===== src/rtl/axi4_protocol_checker.sv =====
// rtl/axi4_protocol_checker.sv - passive AXI4 protocol checker with sticky error reporting

// Burst-length FIFO; holds the len field of each accepted address until its last data beat.
module axi4_len_queue #(
    parameter int DEPTH = 4
) (
    input  logic       clk,
    input  logic       rst_n,
    input  logic       push,
    input  logic       pop,
    input  logic [7:0] din,
    output logic [7:0] head,
    output logic       empty,
    output logic       full
);
    localparam int PW = $clog2(DEPTH);
    localparam int CW = PW + 1;

    logic [7:0]    mem [DEPTH];
    logic [PW-1:0] wr_ptr;
    logic [PW-1:0] rd_ptr;
    logic [CW-1:0] cnt;
    logic          do_push;
    logic          do_pop;

    assign empty   = (cnt == '0);
    assign full    = (cnt == CW'(DEPTH));
    assign head    = mem[rd_ptr];
    assign do_pop  = pop && !empty;
    // A pop in the same cycle frees a slot, so a push into a full queue still lands.
    assign do_push = push && (!full || do_pop);

    // Storage is not reset; occupancy alone decides what is valid.
    always_ff @(posedge clk) begin
        if (do_push) mem[wr_ptr] <= din;
    end

    // Pointer and occupancy bookkeeping.
    always_ff @(posedge clk or negedge rst_n) begin
        if (!rst_n) begin
            wr_ptr <= '0;
            rd_ptr <= '0;
            cnt    <= '0;
        end else begin
            if (do_push) wr_ptr <= wr_ptr + 1'b1;
            if (do_pop)  rd_ptr <= rd_ptr + 1'b1;
            cnt <= cnt + CW'(do_push) - CW'(do_pop);
        end
    end
endmodule



===== config.mk =====
export PLATFORM = sky130hd
export DESIGN_NAME = axi4_len_queue
export DESIGN_NICKNAME = d
export VERILOG_FILES = /design/src/rtl/axi4_protocol_checker.sv
export SDC_FILE = /design/constraint.sdc
export NUM_CORES = 1
export LEC_CHECK = 0
export ABC_AREA = 1
export CELL_PAD_IN_SITES_DETAIL_PLACEMENT = 1
export CELL_PAD_IN_SITES_GLOBAL_PLACEMENT = 1
export CORE_ASPECT_RATIO = 0.7
export CORE_UTILIZATION = 39
export DETAILED_ROUTE_END_ITERATION = 8
export HOLD_SLACK_MARGIN = 0.15
export PLACE_DENSITY_LB_ADDON = 0.1
export SLEW_MARGIN = 20
export SYNTH_ARGS = -nofsm -noshare
export SYNTH_HDL_FRONTEND = slang
export SYNTH_SLANG_ARGS = --single-unit

===== constraint.sdc =====
create_clock -name clk -period 1.6 [get_ports clk]
set_input_delay 0.24 -clock clk [delete_from_list [all_inputs] [get_ports clk]]
set_output_delay 0.24 -clock clk [all_outputs]
set_load 0.05 [all_outputs]

After elaboration in Yosys (flattened, before gate mapping)
Memory sizes are Yosys's and may differ from the RTL's.
Index checks and enable logic that the tools add are counted.
W data, S select, Z words.
{ "totals": {"ff_bits": 7, "elab_cells": 17, "out_inout_bits": 10, "input_bits": 12, "mem_count": 1, "ramBits": 32} }
{ "classes": {"n_reduce_logical": 6, "n_eq_ne": 1, "muxes": 2, "n_addsub": 4} }
{ "mem_list": {"columns": ["name", "words", "word_bits", "read_ports", "rd_clocked_by_memory_dff", "write_ports", "line", "rtl"], "rows": [
  ["mem", 4, 8, 1, 0, 1, "19", "logic [7:0] mem [DEPTH];"]
]} }
{ "op_table": {"columns": ["op", "count"], "rows": [
  ["$add A2 B1 Y2 const B", 2],
  ["$add A3 B1 Y3", 1],
  ["$eq A3 B3 Y1 const B", 1],
  ["$logic_not A3 Y1", 1],
  ["$sub A3 B1 Y3", 1],
  ["$logic_and A1 B1 Y1", 2],
  ["$logic_not A1 Y1", 2],
  ["$mux W1", 2],
  ["$logic_or A1 B1 Y1", 1]
]} }

Longest topological paths before layout
{ "depth": {"ltp_word": 7, "mapped_depth": 8, "mapped_depth_nobuf": 8} }

Worst setup path after synthesis
No wires, ideal clock.
{ "synth_path": {"path_kind": "reg2out", "from": "reg rd_ptr[0]", "to": "out head[5]", "path_stages_with_launch": 6, "path_buffers": 2, "arrival_ps": 1441, "slack_ps": -81, "cell_sequence": "dfrtp_1 -> buf_6 -> inv_4 -> buf_6 -> o21ai_1 -> o21ai_1"} }
{ "synth_via": {"elab_chain_len": 1} }
{ "synth_lines": {"columns": ["element", "line", "rtl"], "rows": [
  ["start, declared", "21", "logic [PW-1:0] rd_ptr;"],
  ["start signal, assigned", "46", "if (do_pop) rd_ptr <= rd_ptr + 1'b1;"],
  ["$mem_v2 Z4 W8", null, null],
  ["end, declared", "12", "output logic [7:0] head,"]
]} }
No other way between the ends.

Final worst setup path
{ "layout_path": {"from": "reg cnt[1]", "to": "reg cnt[2]"} }
{ "layout_via": {"elab_chain_len": 7} }
{ "layout_lines": {"columns": ["element", "line", "rtl"], "rows": [
  ["start, declared", "22", "logic [CW-1:0] cnt;"],
  ["start signal, assigned", "47", "cnt <= cnt + CW'(do_push) - CW'(do_pop);"],
  ["$logic_not A3 Y1", "26", "assign empty = (cnt == '0);"],
  ["$logic_not A1 Y1", "29", "assign do_pop = pop && !empty;"],
  ["$logic_and A1 B1 Y1", "29", null],
  ["$logic_or A1 B1 Y1", "31", "assign do_push = push && (!full || do_pop);"],
  ["$logic_and A1 B1 Y1", "31", null],
  ["$add A3 B1 Y3", "47", null],
  ["$sub A3 B1 Y3 (*)", "47", null]
]} }
Mark *: on every way between the ends. The rest lies on a longest branch, timed or not.
A chain may end at the register's enable or synchronous reset.

==> results.py <==
metrics = {
    "cts": {
        "clkLatencyLatePin_ns": 0.28,
        "cts_tree": "done",
        "clk_path_buf_depth": 2,
        "cts_buffers": 5,
        "cts_hold_buf": 0,
        "path_clk_slew_ns": 0.07,
        "cts_root_buffer": "clkbuf_8",
        "cts.sinks": 39,
        "htreeDepth": 2,
    },
    "synth": {
        "ys_types": 17,
        "synth_xor_xnor_area_share_pct": 1.05,
        "syn-num-nets": 157,
        "muxShareOfSynthArea_pct": 0,
        "synthSimpleGateAreaFrac_pct": 12.5,
        "yosysTopAreaCell": "edfxtp_1",
        "synth_compound_area_share_pct": 7.51,
        "synth.yosys.seq_area_share_pct": 68.2,
        "synth_top_family_by_area": "simple AND/OR/NAND/NOR gates",
        "ys_warn_count": 0,
        "syn_inst": 139,
        "avgSynthCellArea_um2": 12.0,
        "netlist.area_leader.share_pct": 57.7,
        "synth_fa_ha_area_share_pct": 4.96,
        "yosys-top-cells-area": "edfxtp_1, dfrtp_1, nor2_1, o21ai_1, ha_1",
        "ys_ff_latch": 39,
        "syn_area_um2": 1670,
    },
    "routing": {
        "wl_mm": 3.88,
        "wl_per_cell_um": 16.2,
        "first_pass_iters": 4,
        "drc": 0,
        "drtAntennaViolNets": 0,
        "drtIter0Drc": 38,
        "num_vias": 1155,
        "via_per_inst": 4.81,
    },
    "floorplan": {
        "io_pins": 22,
        "core-area_um2": 3990,
        "die_area_um2": 4540,
        "die_y_um": 56.7,
        "rows": 19,
        "die_w_um": 80.1,
        "initial_core_util_pct": 41.7,
    },
    "place": {
        "pre_cts_slack_ns": -0.206,
        "port_buffers": 21,
        "dpl.hpwl_mm": 2.59,
        "placedCellCount": 224,
        "gp_congestion": 0.799,
    },
    "critical_path": {
        "r2r-start": "cnt[1]$_DFF_PN0_",
        "cp.required_ns": 1.77,
        "crit_buf_inv": 0,
        "crit_family": "adder cells",
        "critPathCaptureType": "register",
        "cpPeakStageDelay_ns": 0.41,
        "start_kind": "register",
        "rr_endpoint": "cnt[2]$_DFF_PN0_",
        "critPathArrivalTime_ns": 1.83,
        "path_depth": 7,
        "worstSetupEndpoint": "cnt[2]$_DFF_PN0_",
        "cp-startpoint": "cnt[1]$_DFF_PN0_",
        "crit_type": "register to register",
        "worstPathCellList": "nor2_4, nand2_4, nand3b_1, nand2_2, ha_2, fa_2, xnor2_2",
        "crit_fanout": 4,
        "reg2regPathDepth": 7,
        "critPathSlowestCell": "dfrtp_1",
        "rrSetupSlack_ns": -0.06,
    },
    "sta": {
        "hold_violations": 0,
        "setup_violations": 9,
        "worstMarginPinSlew_ns": 0.348,
        "slew_violations": 0,
        "timing.fmax_mhz": 601,
        "rsz0062_at_grt": "yes",
        "fin_ws_ns": -0.0634,
        "slew_headroom_pct": 76.7,
        "tns_ns": -0.302,
        "worst_clock_skew_ns": 0.00523,
        "min_period_ns": 1.66,
        "post-route-period-util_pct": 104,
    },
    "cells_and_area": {
        "num-nets-final": 205,
        "diodes": 0,
        "syn_to_final_growth_pct": 44.4,
        "drive_above_1_share_pct": 39.4,
        "final_cells": 240,
    },
    "power_and_ir_drop": {
        "power.density_nw_per_um2": 2160,
        "max-vdd-ir-drop_mv": 1.10,
        "finalPower_uw": 5190,
        "p_leak_uw": 0.000951,
    },
    "global_routing": {
        "grt_pass1_wl_mm": 6.33,
        "globalRouteTotalUtil_pct": 19.4,
        "overflow": 0,
        "grt_pass1_vias": 1275,
        "grt_max_degree": 18,
        "antenna_found_initial": 0,
    },
    "run_status": {
        "violations": "setup timing",
        "status": "finished, violations left",
    },
    "job": {
        "max_cap_violations": 0,
    },
    "worst_hold_path": {
        "hp-class": "primary input to asynchronous set/reset pin",
    },
}
==> flip-flops by register name, summed over array words and instances, names as in the netlist <==
name    cells
cnt         3
mem        32
wr_ptr      2
rd_ptr      2
==> worst register-to-register path, stage by stage, from the launching register on <==
cell,delay [ns]
dfrtp_1,0.41
nor2_4,0.18
nand2_4,0.09
nand3b_1,0.15
nand2_2,0.06
ha_2,0.17
fa_2,0.36
xnor2_2,0.14
==> layout by cell type, fill, tap and decap left out, drive strengths merged <==
cell and n:
clkdlybuf4s50 11, o21ai 25, inv 13, clkbuf 6
clkinv 2, dfrtp 7, nand3 5, nor2 29
xnor2 2, edfxtp 32, fa 1, buf 34
ha 5, nand2 15, nand3b 1
==> cell type report <==
class / count / area [um2]
timing repair buffer: 45 / 509
multi-input combinational: 83 / 548
fill: 424 / 1590
clock buffer: 6 / 72.6
sequential: 39 / 1140
tap: 52 / 65.1
inverter: 13 / 63.8
clock inverter: 2 / 7.51
==> per-stage QoR <==
step / utilization [%] / hold slack (ns) / area, um2
2_1_floorplan: - / -0.0556 / 1700
3_3_place_gp: 53.7 / 0.525 / 2150
3_5_place_dp: 53.7 / 0.532 / 2150
4_1_cts: 58.0 / 0.219 / 2320
5_1_grt: 60.2 / 0.226 / 2400
6_report: 60.2 / 0.220 / 2400
==> per-layer routing <==
layer | GRT usage (%) | share of wire (%)
met1 | 25.2 | 45
met2 | 32.7 | 51
met3 | 4.23 | 3.0
met4 | 5.87 | 0.95
met5 | 0 | 0
==> worst min-delay path by stage <==
| stage | from | to | cells past startpoint |
|---|---|---|---|
| detailed placement | rst_n | wr_ptr[0]$_DFFE_PN0P_ | 1 |
| floorplan | rst_n | cnt[0]$_DFF_PN0_ | 0 |
| global route | rst_n | wr_ptr[0]$_DFFE_PN0P_ | 1 |
| finish | rst_n | wr_ptr[0]$_DFFE_PN0P_ | 1 |
| CTS | rst_n | wr_ptr[0]$_DFFE_PN0P_ | 1 |
| global placement | rst_n | wr_ptr[0]$_DFFE_PN0P_ | 1 |
==> Yosys cell counts <==
| master | number |
|---|---|
| buf_6 | 4 |
| dfrtp_1 | 7 |
| edfxtp_1 | 32 |
| fa_1 | 1 |
| ha_1 | 5 |
| inv_1 | 11 |
| inv_2 | 1 |
| inv_4 | 1 |
| nand2_1 | 14 |
| nand2_2 | 1 |
| nand3_1 | 5 |
| nand3b_1 | 1 |
| nor2_1 | 26 |
| nor2_2 | 3 |
| o21ai_0 | 6 |
| o21ai_1 | 19 |
| xnor2_1 | 2 |
==> power by group <==
group	total, uW	switching, uW	internal (uW)
clock network	616	319	297
registers	1530	177	1350
logic	3040	1680	1370
==> what timing repair did <==
item	4_1_cts	5_1_grt
endpoints found under the hold margin	0	0
setup buffers	6	2
endpoints found under the setup margin	10	42
resized for setup	16	22
pin swaps	10	2
==> kinds of logic after synthesis <==
kind of cell / Yosys count
flip-flops: 39
XOR/XNOR: 2
AO/OA/AOI/OAI: 25
buffers and inverters: 17
AND/OR/NAND/NOR: 50
adder cells (fa/ha/maj): 6
(Power assumes the default switching activity.)
